`src/rtl/eq_sequencer.sv`:
```
`default_nettype none
// +----------------------------------------------------------------------------+
// | Module      : eq_sequencer                                                 |
// | Description : Request-side sequencer for the shared-multiplier equation    |
// |               datapath (A = 3*x1 + 5*x2, B = v*t + c). It accepts one      |
// |               request at a time, holds the operands stable towards the     |
// |               datapath, waits a fixed latency, then captures the selected  |
// |               result and returns it over a valid/ready handshake.          |
// | Revision    : 1.0 - initial release                                        |
// +----------------------------------------------------------------------------+
module eq_sequencer #(
  parameter int DW       = 8,
  parameter int RW       = 16,
  parameter int CTRL_LAT = 1
) (
  input  logic          clk,
  input  logic          rst_n,
  // upstream request channel
  input  logic          req_valid,
  output logic          req_ready,
  input  logic          req_sel,
  input  logic [DW-1:0] req_x1,
  input  logic [DW-1:0] req_x2,
  input  logic [DW-1:0] req_v,
  input  logic [DW-1:0] req_t,
  input  logic [DW-1:0] req_c,
  // datapath operand side
  output logic [DW-1:0] ctrl_x1,
  output logic [DW-1:0] ctrl_x2,
  output logic [DW-1:0] ctrl_v,
  output logic [DW-1:0] ctrl_t,
  output logic [DW-1:0] ctrl_c,
  output logic          ctrl_eqflag,
  input  logic [RW-1:0] ctrl_a,
  input  logic [RW-1:0] ctrl_b,
  // downstream response channel
  output logic          rsp_valid,
  input  logic          rsp_ready,
  output logic          rsp_sel,
  output logic [RW-1:0] rsp_data,
  // status
  output logic          busy,
  output logic [7:0]    done_cnt
);

  // Wait counter preload: the ISSUE edge already accounts for one datapath edge.
  localparam logic [3:0] c_WCNT_LOAD = 4'(CTRL_LAT - 1);

  typedef enum logic [1:0] {
    S_IDLE  = 2'd0,
    S_ISSUE = 2'd1,
    S_WAIT  = 2'd2,
    S_RESP  = 2'd3
  } state_t;

  state_t        r_state;
  state_t        w_state_nxt;

  logic [3:0]    r_wcnt;

  logic [DW-1:0] r_x1;
  logic [DW-1:0] r_x2;
  logic [DW-1:0] r_v;
  logic [DW-1:0] r_t;
  logic [DW-1:0] r_c;
  logic          r_eqflag;

  logic          r_rsp_sel;
  logic [RW-1:0] r_rsp_data;
  logic [7:0]    r_done_cnt;

  // per-cycle control strobes decoded from the current state
  logic          w_accept;
  logic          w_load_cnt;
  logic          w_dec_cnt;
  logic          w_capture;
  logic          w_retire;
  logic          w_req_ready;
  logic          w_rsp_valid;
  logic          w_busy;

  // State register; reset abandons any in-flight request.
  always_ff @(posedge clk) begin
    if (!rst_n) begin
      r_state <= S_IDLE;
    end else begin
      r_state <= w_state_nxt;
    end
  end

  // Next-state decode and control strobes; handshake outputs depend on state only.
  always_comb begin
    w_state_nxt = r_state;
    w_accept    = 1'b0;
    w_load_cnt  = 1'b0;
    w_dec_cnt   = 1'b0;
    w_capture   = 1'b0;
    w_retire    = 1'b0;
    w_req_ready = 1'b0;
    w_rsp_valid = 1'b0;
    w_busy      = 1'b1;
    case (r_state)
      S_IDLE: begin
        w_req_ready = 1'b1;
        w_busy      = 1'b0;
        if (req_valid) begin
          w_accept    = 1'b1;
          w_state_nxt = S_ISSUE;
        end
      end
      S_ISSUE: begin
        w_load_cnt  = 1'b1;
        w_state_nxt = S_WAIT;
      end
      S_WAIT: begin
        if (r_wcnt == 4'd0) begin
          w_capture   = 1'b1;
          w_state_nxt = S_RESP;
        end else begin
          w_dec_cnt   = 1'b1;
        end
      end
      S_RESP: begin
        w_rsp_valid = 1'b1;
        if (rsp_ready) begin
          w_retire    = 1'b1;
          w_state_nxt = S_IDLE;
        end
      end
      default: begin
        w_state_nxt = S_IDLE;
      end
    endcase
  end

  // Latency counter: preloaded on the ISSUE edge, counts down while waiting.
  always_ff @(posedge clk) begin
    if (!rst_n) begin
      r_wcnt <= 4'd0;
    end else if (w_load_cnt) begin
      r_wcnt <= c_WCNT_LOAD;
    end else if (w_dec_cnt) begin
      r_wcnt <= r_wcnt - 4'd1;
    end
  end

  // Operand registers: loaded only on an accepting edge so the datapath inputs,
  // including the unselected equation's operands, stay frozen while busy.
  always_ff @(posedge clk) begin
    if (!rst_n) begin
      r_x1     <= '0;
      r_x2     <= '0;
      r_v      <= '0;
      r_t      <= '0;
      r_c      <= '0;
      r_eqflag <= 1'b0;
    end else if (w_accept) begin
      r_x1     <= req_x1;
      r_x2     <= req_x2;
      r_v      <= req_v;
      r_t      <= req_t;
      r_c      <= req_c;
      r_eqflag <= req_sel;
    end
  end

  // Response capture: selected result is sampled once and held until accepted.
  always_ff @(posedge clk) begin
    if (!rst_n) begin
      r_rsp_sel  <= 1'b0;
      r_rsp_data <= '0;
    end else if (w_capture) begin
      r_rsp_sel  <= r_eqflag;
      r_rsp_data <= r_eqflag ? ctrl_a : ctrl_b;
    end
  end

  // Completed-response counter, wraps silently at 8 bits.
  always_ff @(posedge clk) begin
    if (!rst_n) begin
      r_done_cnt <= 8'd0;
    end else if (w_retire) begin
      r_done_cnt <= r_done_cnt + 8'd1;
    end
  end

  assign req_ready   = w_req_ready;
  assign rsp_valid   = w_rsp_valid;
  assign busy        = w_busy;

  assign ctrl_x1     = r_x1;
  assign ctrl_x2     = r_x2;
  assign ctrl_v      = r_v;
  assign ctrl_t      = r_t;
  assign ctrl_c      = r_c;
  assign ctrl_eqflag = r_eqflag;

  assign rsp_sel     = r_rsp_sel;
  assign rsp_data    = r_rsp_data;
  assign done_cnt    = r_done_cnt;

endmodule
`default_nettype wire

```
`config.mk`:
```
export PLATFORM = sky130hd
export DESIGN_NAME = eq_sequencer
export DESIGN_NICKNAME = d
export VERILOG_FILES = /design/src/rtl/eq_sequencer.sv
export SDC_FILE = /design/constraint.sdc
export NUM_CORES = 1
export LEC_CHECK = 0
export BUFFER_PORTS_ARGS = -buffer_cell sky130_fd_sc_hd__clkbuf_2
export CORE_AREA = 2 2 69 103
export DETAILED_ROUTE_END_ITERATION = 16
export DIE_AREA = 0 0 71 105
export PLACE_DENSITY = 0.77
export SKIP_CTS_REPAIR_TIMING = 1
export SYNTH_ARGS = -nofsm -noshare
export SYNTH_HDL_FRONTEND = slang
export SYNTH_SLANG_ARGS = --single-unit
export TNS_END_PERCENT = 100
```
`constraint.sdc`:
```
create_clock -name clk -period 2.16 [get_ports clk]
set_input_delay 0.432 -clock clk [delete_from_list [all_inputs] [get_ports clk]]
set_output_delay 0.432 -clock clk [all_outputs]
set_load 0.1 [all_outputs]
```
* Yosys cells after proc, flatten, opt, wreduce, memory -nomap -nowiden
Cells that the tools add are included.
** Word-level totals
- Logic and storage cells :: 41
- Output and inout port bits :: 69
- Bits of input ports :: 77
- Register bits :: 72
** Cells by class
- Multiplexer cells :: 17
- Add/sub/neg operators :: 2
- Equal/unequal tests :: 6
- Bitwise operators :: 1
- Reduce and logical (&&, ||, !) cells :: 4
** Operators by type and width (count)
- 2-to-1 mux 16 bit :: 1
- 2-to-1 mux 1 bit :: 12
- adder 8 x 1 -> 8 bit (second input constant) :: 1
- one-hot mux 2 bit (4 select lines) :: 1
- 2-to-1 mux 2 bit :: 3
- != test 2 bit (second input constant) :: 3
- == test 2 bit (second input constant) :: 2
- zero test 4 bit :: 1
- subtractor 4 x 1 -> 4 bit (second input constant) :: 1
- AND reduction 3 bit :: 1
- == test 2 x 1 -> 1 bit (second input constant) :: 1
- zero test 2 bit :: 1
- OR reduction 2 bit :: 1
- NOT 1 bit :: 1

* Depth between registers and ports, before layout
Gate-level depths: netlist of the first run.
- Depth in word-level cells :: 3
- Depth in mapped cells :: 8
- Gate-level depth less buffers :: 5

* Worst setup path after synthesis of the first run
Ideal clock, no wire load.
- Path type :: reg2out
- From :: reg r_state[0]
- To :: out busy
- Path buffers :: 0
- Cell stages (with the launch flop) :: 4
- Setup slack :: -0.243 ns
- Data required time :: 1.728 ns
- Arrival time :: 1.971 ns
- Path through :: dfxtp_1 -> inv_1 -> ha_1 -> inv_1
** Between the ends
- Word-level cells in the longest chain between the ends :: 2
** Ends and longest elaborated chain
- from (decl) :: line 56 : state_t r_state;
- from (signal assigned) :: line 87 : r_state <= w_state_nxt;
- zero test 2 bit :: line 102 : case (r_state)
- 2-to-1 mux 1 bit :: line 102
- to (decl) :: line 42 : output logic busy,
No other way between the ends.

* Worst setup path after layout of the first run
- From :: reg r_state[1]
- To :: out busy
Same word-level chain as after synthesis.

==> impl.org, run 1 <==
** Outcome
- Result of the run :: completed

** Clocking
- Total number of H-tree levels :: 3
- Clock latency of the later-clocked register in the worst-skew pair :: 0.34 ns
- In this run the deepest clock path goes through 2 buffers.
- Clock tree synthesis found a total of 72 sinks.
- Root cell of the clock tree :: sky130_fd_sc_hd__clkbuf_8
- Clock buffers created by TritonCTS :: 9
- Clock tree from TritonCTS :: done
- Clock input transition at the sequential cells of the worst setup and hold paths :: 0.07 ns

** Synthesis
- Sequential cell area fraction in the yosys report :: 50.4%
- Top cell type by total area after synthesis :: sky130_fd_sc_hd__dfxtp_1
- Synthesis-stage register bit count :: 72
- The synthesized netlist devotes 2.62% of its cell area to adder and majority cells.
- Top cells by area, synth :: sky130_fd_sc_hd__dfxtp_1 50%, sky130_fd_sc_hd__nand2_1 12%, sky130_fd_sc_hd__a21oi_1 8.9%
- Compound-cell area share of the yosys netlist :: 15.7%
- Count of cell types in the netlist :: 29
- The top cell type by area accounts for 50.4% of the synthesized area.
- Average size of a mapped cell :: 8.47 sq um
- The number of nets in the synthesized netlist is 421.
- Number of warnings printed during yosys synthesis :: 0
- Synthesis handed over a netlist of 338 instances.
- After Yosys synthesis, and, or, nand and nor cells account for 18.9% of the synthesized area.
- By area, the combinational part of the netlist is dominated by simple AND/OR/NAND/NOR gates.
- In the synthesized netlist, mux cells make up 6.30% of the area.
- Mapped Area :: 2860 sq um
- The synthesized netlist devotes 0.918% of its cell area to XOR and XNOR gates.

** Final layout
- Post-Layout Inst Area :: 3820 sq um
- The post-route netlist has 35.4% of its cells at a drive strength greater than 1.
- Fin nets :: 561
- Relative to the synthesized area, the layout overhead comes to 33.6%.
- The number of antenna diodes in the final layout is 0.

** Critical path
- Cell-by-cell listing of the critical path :: inv_1 > ha_2 > inv_1 > clkbuf_2
- Endpoint required time on the critical path :: 1.73 ns
- Crit path launch :: r_state[1]
- Classification of the worst setup path :: reg -> out
- Cell count along the critical path :: 4
- Arrival @ worst endpoint :: 1.54 ns
- In this run the worst path has a maximum fanout of 6.
- Startpoint of the worst register-to-register path :: r_state[0]
- The worst register-to-register path has a depth of 6.
- Critical register-to-register path endpoint :: rsp_data[7]
- Slowest CP cell :: sky130_fd_sc_hd__clkbuf_2
- Crit path capture :: busy
- Type of destination of the critical path :: output pin
- Max stage delay on crit path :: 0.44 ns
- Sort of element at the start of the critical path :: register
- Worst-case register-to-register setup slack :: 0.33 ns
- Among the stages of the critical path, the cell type that occurs most often is sky130_fd_sc_hd__inv_1.
- The cell family contributing the most delay on the critical path is buffers and inverters.
- Buffering stage count on the worst path with inverters included :: 3

** Timing
- TNS Setup :: 0 ns
- Minimum period implied by the final worst setup slack :: 1.97 ns
- The final critical path takes up 91.3% of the cycle.
- Headroom to the max-slew limit came out at 62.0%.
- Maximum operating frequency :: 507 MHz
- Maximum clock skew at final layout :: 0.00915 ns
- Hold timing on the final database bottoms out at a slack of 0.295 ns.
- Hold Fails Final Rpt :: 0
- Final Max Tran Viols :: 0
- Transition time at the pin with the least slew margin :: 0.572 ns
- Setup violations remaining at the end of the flow were counted as 0.
- Final worst setup slack :: 0.187 ns
- Setup repair after global routing left no endpoint under its margin.

** Power and ir drop
- Total internal power :: 2.52 mW
- Net switching is 54.2% of the power.
- IR analysis of the VDD net gives a maximum drop of 937 uV.
- Summed over all cells, the static leakage comes to 1.72 nW.
- The share of total power dissipated in combinational logic is 52.8%.
- Net switching power of the design :: 2.98 mW
- Power density normalized to cell area :: 1440 nW/um^2
- Overall power after layout :: 5.50 mW
- The clock network accounts for 16.5% of the total power.
- In this run, flip-flops and latches consume 30.8% of the power.

** Global routing
- After global routing the overflow that remains totals 0.
- Global router's overall resource usage :: 19.5%
- The first global-routing pass estimated 11600 um of wire.
- Via count of the first global-routing pass :: 2653
- Pin count of the biggest net entering global routing :: 41
- Antenna violations before repair :: 0

** Placed design
- Port-buffer cells :: 145
- Detailed placement finished with a half-perimeter wire length of 5420 um.
- Worst slack at placement :: 0.375 ns
- Once placement finished, the instance area stood at 3660 sq um.
- Global placement routability congestion :: 0.761

** Detailed routing
- The detail route stage leaves a number of antenna-violating nets equal to 0.
- Starting DRT DRC Count :: 103
- Drt first pass iters :: 4
- After detailed routing, the number of vias per cell comes to 4.99.
- The routed design has 7090 um of wire.
- Summing over every cut layer, the via total after detailed routing is 2789.
- After detailed routing, the number of remaining DRC violations is 0.
- In the final routed layout, each cell accounts on average for 12.7 um.

** Die
- Chip height :: 105 um
- Die Area :: 7460 sq um
- During I/O placement, the number of pins put on the boundary was 146.
- Starting Density :: 43.8%
- Die extent in x :: 71 um
- In this run the core area contains 36 standard-cell rows.
- Core area :: 6530 sq um

** Run
- Max-cap violations in this run came to 0.

** Hold path
- Worst hold path class :: in -> reg
## cells in the mapped netlist, drive strengths merged
cell	number
or4	3
and4bb	1
mux2i	18
a221o	1
dfxtp	72
o211ai	1
nand3	4
or3b	1
nand2b	1
nand4	3
buf	10
and2	1
ha	6
xnor2	1
a311oi	1
nand2	88
a211oi	16
inv	10
o31ai	3
nor2	20
nor2b	1
o21ai	5
nor3b	1
xor2	2
or3	4
clkbuf	13
a21oi	51
## cells in the final DEF, fill, tap and decap left out, drive strengths merged
| cell type | n |
|---|---|
| clkbuf | 156 |
| nand2 | 88 |
| dfxtp | 72 |
| a21oi | 51 |
| nor2 | 20 |
| mux2i | 18 |
| a211oi | 16 |
| inv | 10 |
| buf | 8 |
| ha | 6 |
| o21ai | 5 |
| nand3 | 4 |
| or3 | 4 |
| clkinv | 4 |
| nand4 | 3 |
| o31ai | 3 |
| or4 | 3 |
| xor2 | 2 |
| and2 | 1 |
| and4bb | 1 |
| xnor2 | 1 |
| or3b | 1 |
| nor2b | 1 |
| a221o | 1 |
| nand2b | 1 |
| o211ai | 1 |
| a311oi | 1 |
| nor3b | 1 |
## cell families after synthesis
group                    after synthesis
buffers and inverters                 33
AO/OA/AOI/OAI                         78
adder cells (fa/ha/maj)                6
AND/OR/NAND/NOR                      128
XOR/XNOR                               3
multiplexers                          18
flip-flops                            72
## worst min-delay path, cell delays in order
cell and delay [ns]:
sky130_fd_sc_hd__clkbuf_2 0.08, sky130_fd_sc_hd__nand2_1 0.04, sky130_fd_sc_hd__a21oi_1 0.05
## power by group through the flow
| stage | registers (mW) | clock network [mW] | logic, mW |
|---|---|---|---|
| 6_report | 1.69 | 0.907 | 2.90 |
| 3_5_place_dp | 1.73 | 0 | 2.92 |
| 3_3_place_gp | 1.72 | 0 | 2.88 |
| 5_1_grt | 1.72 | 0.981 | 3.05 |
| 4_1_cts | 1.70 | 0.944 | 2.92 |
| 2_1_floorplan | 3.23 | 0 | 0.940 |
## worst min path at each step
| stage | from | end | slack [ns] | cells after the start |
|---|---|---|---|---|
| finish | req_c[5] | ctrl_c[5] | 0.30 | 3 |
| global route | req_c[5] | ctrl_c[5] | 0.29 | 3 |
| CTS | req_c[5] | ctrl_c[5] | 0.28 | 3 |
| detailed placement | ctrl_v[0] | ctrl_v[0] | 0.45 | 2 |
| global placement | ctrl_t[1] | ctrl_t[1] | 0.44 | 2 |
| floorplan | r_wcnt[0] | r_wcnt[0] | 0.46 | 2 |
## sequential cells by signal (all words and copies together) (netlist names)
name and cells:
ctrl_c 8, r_state 2, ctrl_eqflag 1, ctrl_x1 8, rsp_data 16, ctrl_x2 8
ctrl_v 8, done_cnt 8, rsp_sel 1, ctrl_t 8, r_wcnt 4
## metal layers
layer  track usage, %  vias up  share of wire (%)
li1                 -     1427                  -
met2             34.8       92                 51
met4             10.4        0                2.9
met1             20.2     1253                 40
met3             5.30       17                6.0
met5                0        -                  0
## layout make-up
| type | count | area [sq um] |
|---|---|---|
| Clock buffer | 12 | 145 |
| Clock inverter | 4 | 20.0 |
| Fill cell | 605 | 2710 |
| Inverter | 10 | 37.5 |
| Multi-Input combinational cell | 233 | 1280 |
| Sequential cell | 72 | 1440 |
| Tap cell | 76 | 95.1 |
| Timing Repair Buffer | 152 | 806 |
## stage by stage
step           utilization (%)  instances
6_report                  58.5        559
5_1_grt                   58.5        559
4_1_cts                   58.5        559
3_5_place_dp              56.0        543
3_3_place_gp              56.0        543
2_1_floorplan                -        338
Note: power is estimated with default switching activity, not from simulation.
==> run 2, diff against run 1 <==
==> config.mk (replaced) <==
export PLATFORM = sky130hd
export DESIGN_NAME = eq_sequencer
export DESIGN_NICKNAME = d
export VERILOG_FILES = /design/src/rtl/eq_sequencer.sv
export SDC_FILE = /design/constraint.sdc
export NUM_CORES = 1
export LEC_CHECK = 0
export CORE_AREA = 2 2 60 90
export DETAILED_ROUTE_END_ITERATION = 16
export DIE_AREA = 0 0 62 92
export DONT_BUFFER_PORTS = 1
export PLACE_DENSITY = 0.74
export SKIP_CTS_REPAIR_TIMING = 1
export SYNTH_ARGS = -nofsm -noshare
export SYNTH_HDL_FRONTEND = slang
export SYNTH_SLANG_ARGS = --single-unit
export TNS_END_PERCENT = 100
==> run 2 against run 1 <==
Total power grew 8.1%. Cell count is 15% lower. Utilization is 15 points higher. Clock power up 36%. Wire length decreased by 1.3%. Clock skew is 0.0063 ns lower. Count of clock-buffer cells in the layout rose by 1. Die area is 23% lower. Fmax grew 9.8%. Largest cell class unchanged.
==> impl.org, run 2 (same netlist as run 1, synthesis figures left out) <==
** Outcome
- Result of the run: completed (unchanged).

** Clocking
- The CTS buffer count is 9 (unchanged).
- Clock tree from TritonCTS :: done (unchanged)
- The clock latency at the later pin of the worst-skew pair is 0.34 ns (about the same).
- Max clock buf depth :: 2 (unchanged)
- Root cell of the clock tree :: sky130_fd_sc_hd__clkbuf_8 (unchanged)
- The count of clock tree sinks is 72 (unchanged).
- The maximum level of the CTS H-tree is 3 (unchanged).
- Clock input transition at the sequential cells of the worst setup and hold paths :: 0.07 ns (about the same)

** Die
- Core area :: 5000 sq um (was 6530 sq um)
- Die extent in x :: 62 um (was 71 um)
- The number of top-level pins is 146 (unchanged).
- The die area is 5700 sq um (was 7460 sq um).
- Starting Density :: 57.2% (was 43.8%)
- The number of core rows was 32 (was 36).
- Chip height :: 92 um (was 105 um)

** Timing
- Transition time at the pin with the least slew margin :: 0.507 ns (was 0.572 ns)
- The worst clock skew on the final layout was 0.00289 ns (was 0.00915 ns).
- Final Max Tran Viols :: 0 (unchanged)
- The number of hold-slack violations in the final timing report came to 0 (unchanged).
- Relative slew slack :: 66.2% (was 62.0%)
- Maximum operating frequency :: 557 MHz (was 507 MHz)
- Endpoints failing setup :: 0 (unchanged)
- Worst hold-check slack :: 0.220 ns (was 0.295 ns)
- Unrepaired setup endpoints after global routing: no (unchanged).
- TNS Setup :: 0 ns (unchanged)
- The ratio of final minimum period to clock period was 83.2% (was 91.3%).
- Minimum period implied by the final worst setup slack :: 1.80 ns (was 1.97 ns)

** Detailed routing
- The count of unresolved DRC violations after routing was 0 (unchanged).
- Number of nets still failing antenna checks after routing :: 0 (unchanged)
- The iteration count of the initial detailed-routing pass was 4 (unchanged).
- Routed WL per cell :: 14.7 um (was 12.7 um)
- Via Count :: 2539 (was 2789)
- The wire length after detailed routing was 7000 um (was 7090 um).
- The via density per instance was 5.35 (was 4.99).
- Starting DRT DRC Count :: 142 (was 103)

** Critical path
- The total buffers and inverters traversed by the critical path was 2 (was 3).
- The required time of the critical path was 2.41 ns (was 1.73 ns).
- Max stage delay on crit path :: 0.51 ns (was 0.44 ns)
- The sort of element at the start of the critical path is a register (unchanged).
- Classification of the worst setup path :: reg -> reg (was reg -> out)
- Cell-by-cell listing of the critical path :: inv_1 > ha_1 > and4bb_2 > buf_12 > nor2_1 > a211oi_1 (was inv_1 > ha_2 > inv_1 > clkbuf_2)
- Cell type group with the largest total delay on the critical path :: simple AND/OR/NAND/NOR gates (was buffers and inverters)
- Slowest CP cell :: sky130_fd_sc_hd__and4bb_2 (was sky130_fd_sc_hd__clkbuf_2)
- The largest fanout of any net on the critical path is 18 (was 6).
- Type of destination of the critical path :: register (was output pin)
- Arrival @ worst endpoint :: 2.05 ns (was 1.54 ns)

** Hold path
- The path category of the worst min-delay check is in -> reg (unchanged).

** Final layout
- Commonest non-fill, non-tap cell in the layout :: sky130_fd_sc_hd__nand2_1 (was sky130_fd_sc_hd__clkbuf_2)
- The share of layout cells above drive strength 1 came to 23.1% (was 35.4%).
- The area added between synthesis and finish is 28.6% (was 33.6%).
- Leading cell types in the layout, fill and taps excluded :: 88 x sky130_fd_sc_hd__nand2_1, 73 x sky130_fd_sc_hd__buf_4, 71 x sky130_fd_sc_hd__dfxtp_1, 51 x sky130_fd_sc_hd__a21oi_1, 20 x sky130_fd_sc_hd__nor2_1 (was 144 x sky130_fd_sc_hd__clkbuf_2, 88 x sky130_fd_sc_hd__nand2_1, 72 x sky130_fd_sc_hd__dfxtp_1, 51 x sky130_fd_sc_hd__a21oi_1, 20 x sky130_fd_sc_hd__nor2_1)
- Final std cells w/o fill :: 475 (was 559)
- The post-layout utilization of the core came to 73.5% (was 58.5%).
- The number of antenna repair diodes came to 0 (unchanged).
- The count of nets after finishing came to 485 (was 561).
- The number of flip-flops under the largest register name was 16 (unchanged).

** Global routing
- The aggregate global routing overflow came to 0 (unchanged).
- The initial antenna violation count was 0 (unchanged).
- The global-route wire length before repair came to 10600 um (was 11600 um).
- Global router's overall resource usage :: 25.2% (was 19.5%)
- The pin count of the biggest net entering global routing came to 54 (was 41).
- Via count of the first global-routing pass :: 2396 (was 2653)

** Power and ir drop
- Clock network power share :: 20.7% (was 16.5%)
- Leakage power :: 1.48 nW (was 1.72 nW)
- The relative contribution of combinational cells to total power was 51.2% (was 52.8%).
- Reg power frac :: 28.2% (was 30.8%)
- Power density normalized to cell area :: 1620 nW/um^2 (was 1440 nW/um^2)
- Worst supply voltage drop on vdd :: 1470 uV (was 937 uV)
- The switching power of the nets was 2.98 mW (about the same).
- The internal portion of total power is 2.97 mW (was 2.52 mW).
- The switching power share of the total came to 50.2% (was 54.2%).

** Placed design
- Global placement routability congestion :: 0.860 (was 0.761)
- DPL Wire Length :: 5040 um (was 5420 um)
- The cell count after placement is 459 (was 543).
- The count of buffers from port buffering is 0 (was 145).

** Run
- Max-cap violation count :: 0 (unchanged)
==> run 2: changes by cell type in the layout (fill, tap and decap cells not counted), sizes merged <==
cell / delta
bufinv: +3
buf: +68
clkbuf: -143
clkinv: -4
==> run 2: worst paths after layout <==
check              from           to  slack (ns)  depth (start not counted)
max          r_state[0]  rsp_data[9]        0.36                          6
min            req_t[6]    ctrl_t[6]        0.22                          2
max reg2reg  r_state[0]  rsp_data[9]        0.36                          6
min reg2reg  ctrl_x2[0]   ctrl_x2[0]        0.46                          2
==> run 2: power groups by stage <==
stage	combinational (mW)	clock [mW]	sequential (mW)
final	3.04	1.23	1.68
after global routing	3.19	1.30	1.70
after CTS	3.06	1.25	1.68
after detailed placement	3.05	0	1.70
after global placement	3.00	0	1.69
after floorplan	0.940	0	3.23
==> run 2: area by class of cell <==
cell class              count  area, sq um
repair buffers             76          608
well taps                  68         85.1
multi-input cells         233         1280
inverters                  10         37.5
clock inverters             3         90.1
flip-flops and latches     72         1440
fillers                   376         1330
clock buffers              13          139
==> run 2: layer usage <==
layer  routed length [um]  track usage [%]
met1                 2690             27.7
met2                 3550             41.6
met3                  541             7.05
met4                  221             14.0
met5                    0                0
==> run 2: metrics by stage <==
step                area (sq um)  worst slack (ns)  power (mW)
floorplan                   2870             0.139        4.17
global placement            3450             0.477        4.69
detailed placement          3450             0.370        4.76
CTS                         3680             0.356        5.98
global route                3680             0.225        6.20
finish                      3680             0.364        5.95
==> run 3, diff against run 2 <==
==> constraint.sdc (replaced) <==
create_clock -name clk -period 1.8 [get_ports clk]
set_input_delay 0.36 -clock clk [delete_from_list [all_inputs] [get_ports clk]]
set_output_delay 0.36 -clock clk [all_outputs]
set_load 0.1 [all_outputs]
==> run 3 against run 2 <==
Final area rose by 0.75%. Clock skew rose by 0.0067 ns. Utilization increased by 0.55 points. Critical endpoint is now busy. Highest routed layer unchanged.
==> impl.org, run 3 (same netlist as run 1, synthesis figures left out) <==
** Critical path
- The kind of cell with the highest combined delay on the critical path is buffers and inverters (was simple AND/OR/NAND/NOR gates).
- The number of cells on the critical path came to 4 (was 6).
- The largest fanout of any net on the critical path was 6 (was 18).
- In this design, the critical path's most frequently occurring cell is sky130_fd_sc_hd__inv_1.
- The startpoint-to-endpoint class of the critical path was reg -> out (was reg -> reg).
- Arrival @ worst endpoint :: 1.39 ns (was 2.05 ns)
- Buffering stage count on the worst path with inverters included :: 3 (was 2)
- Depth of the worst register-to-register path :: 5 (was 6)
- Type of destination of the critical path :: output pin (was register)
- Sort of element at the start of the critical path :: register (unchanged)
- Endpoint required time on the critical path :: 1.44 ns (was 2.41 ns)
- Slowest CP cell :: sky130_fd_sc_hd__dfxtp_1 (was sky130_fd_sc_hd__and4bb_2)
- Max stage delay on crit path :: 0.37 ns (was 0.51 ns)
- Cell-by-cell listing of the critical path :: inv_1 > ha_2 > inv_1 > buf_4 (was inv_1 > ha_1 > and4bb_2 > buf_12 > nor2_1 > a211oi_1)

** Outcome
- Result of the run :: completed (unchanged)

** Detailed routing
- The count of unresolved DRC violations after routing came to 0 (unchanged).
- The routed length per instance was 14.7 um (about the same).
- The number of design-rule violations left by the first detailed-router iteration was 111 (was 142).
- The count of antenna-violating nets left after detailed routing was 0 (unchanged).
- The wire length after detailed routing is 6970 um (was 7000 um).
- The iteration count of the initial detailed-routing pass was 4 (unchanged).
- The via total after detailed routing is 2564 (was 2539).
- The via density per instance was 5.40 (was 5.35).

** Timing
- Ratio of final minimum period to clock period :: 97.1%
- The total setup violations reported at the end of the flow is 0 (unchanged).
- The clock period could shrink to 1.75 ns.
- Worst hold-check slack :: 0.149 ns (was 0.220 ns)
- Unrepaired setup endpoints after global routing: no (unchanged).
- Maximum operating frequency :: 572 MHz
- The setup total negative slack is 0 ns (unchanged).
- The worst clock skew on the final layout came to 0.00961 ns (was 0.00289 ns).
- The number of hold-slack violations in the final timing report came to 0 (unchanged).
- The total count of max-transition violations in the final report came to 0 (unchanged).
- Relative slew slack :: 69.7% (was 66.2%)
- Transition time at the pin with the least slew margin :: 0.454 ns (was 0.507 ns)

** Final layout
- The area added between synthesis and finish is 29.6% (was 28.6%).
- Commonest non-fill, non-tap cell in the layout :: sky130_fd_sc_hd__nand2_1 (unchanged)
- Fin nets :: 486 (was 485)
- The number of fill cells came to 394 (was 376).
- Proportion of layout cells with a drive suffix above 1 :: 25.1% (was 23.1%)
- Utilization after layout :: 74.1% (was 73.5%)
- Number of antenna diodes :: 0 (unchanged)
- The number of flip-flops under the largest register name came to 16 (unchanged).
- Leading cell types in the layout, fill and taps excluded: 88 x sky130_fd_sc_hd__nand2_1, 72 x sky130_fd_sc_hd__buf_4, 67 x sky130_fd_sc_hd__dfxtp_1, 51 x sky130_fd_sc_hd__a21oi_1, 20 x sky130_fd_sc_hd__nor2_1 (was 88 x sky130_fd_sc_hd__nand2_1, 73 x sky130_fd_sc_hd__buf_4, 71 x sky130_fd_sc_hd__dfxtp_1, 51 x sky130_fd_sc_hd__a21oi_1, 20 x sky130_fd_sc_hd__nor2_1).
- The final design area excluding fillers came to 3710 sq um (was 3680 sq um).

** Power and ir drop
- The static power due to leakage came to 1.50 nW (was 1.48 nW).
- Overall power after layout :: 7.10 mW (was 5.95 mW)
- Power density normalized to cell area :: 1920 nW/um^2 (was 1620 nW/um^2)
- Worst supply voltage drop on vdd :: 1620 uV (was 1470 uV)

** Global routing
- Antenna violations before repair :: 0 (unchanged)
- Via count of the first global-routing pass :: 2425 (was 2396)
- First-pass GRT wire length :: 10500 um (was 10600 um)
- Pin count of the biggest net entering global routing :: 42 (was 54)
- Global route total overflow :: 0 (unchanged)
- Global router's overall resource usage :: 24.4% (was 25.2%)

** Clocking
- Max clock buf depth :: 2 (unchanged)
- Clock latency of the later-clocked register in the worst-skew pair :: 0.34 ns (about the same)
- The CTS tree was done (unchanged).
- The clock-pin transition on the worst setup and hold timing paths was 0.08 ns (was 0.07 ns).
- Number of clock sinks :: 72 (unchanged)
- Total number of H-tree levels :: 3 (unchanged)
- Clock buffers created by TritonCTS :: 9 (unchanged)
- The clock root buffer is sky130_fd_sc_hd__clkbuf_8 (unchanged).

** Die
- The die area came to 5700 sq um (unchanged).
- The core outline area came to 5000 sq um (unchanged).
- The height of the die came to 92 um (unchanged).
- Starting Density :: 57.2% (unchanged)
- Row cnt :: 32 (unchanged)
- The chip width is 62 um (unchanged).
- I/O pin count :: 146 (unchanged)

** Hold path
- The path category of the worst min-delay check is in -> reg (unchanged).
- Worst hold stages :: 2 (unchanged)

** Placed design
- Global placement routability congestion :: 0.757 (was 0.860)
- DPL Wire Length :: 5060 um (was 5040 um)
- The count of buffers from port buffering is 0 (unchanged).
- Placed Area :: 3490 sq um (was 3450 sq um)

** Run
- The max-capacitance violation count is 0 (unchanged).
[run 3: cell types whose count changed in the layout (fill, tap and decap cells not counted), sizes merged]
cell | previous run | this run
bufinv | 3 | 2
clkinvlp | 0 | 1
buf | 76 | 77
clkbuf | 13 | 10
clkinv | 0 | 2
[run 3: path summary, 6_finish.rpt]
path / start / to / slack, ns
worst min-delay path: req_x2[0] / ctrl_x2[0] / 0.15
worst max-delay path: r_state[0] / busy / 0.05
worst min register to register: ctrl_v[5] / ctrl_v[5] / 0.45
worst max register to register: r_wcnt[0] / r_state[1] / 0.13
[run 3: area by class of cell]
class / instances / area, sq um / share of cell area [%]
Clock buffer: 10 / 138 / 3.71
Clock inverter: 5 / 81.3 / 2.19
Inverter: 10 / 37.5 / 1.01
Multi-Input combinational cell: 233 / 1280 / 34.5
Sequential cell: 72 / 1450 / 39.0
Tap cell: 68 / 85.1 / 2.29
Timing Repair Buffer: 77 / 641 / 17.3
[run 3: through the flow]
stage,worst slack (ns),std cells
5_1_grt,0.0161,475
3_5_place_dp,0.201,460
4_1_cts,0.0563,475
6_report,0.0524,475
3_3_place_gp,0.282,460
2_1_floorplan,-0.0811,338
[run 3: layer usage]
| metal | global-route usage [%] | share of wire (%) | vias to the layer above | wire (um) |
|---|---|---|---|---|
| met5 | 0 | 0 | - | 0 |
| met4 | 11.9 | 2.1 | 0 | 148 |
| met3 | 7.62 | 7.3 | 14 | 508 |
| met2 | 41.2 | 52 | 107 | 3610 |
| met1 | 26.1 | 39 | 1162 | 2710 |
| li1 | - | - | 1281 | - |
[run 3: power by group]
part           internal [mW]  switching, mW
logic                  0.800           2.93
registers               1.87          0.112
clock network          0.810          0.577
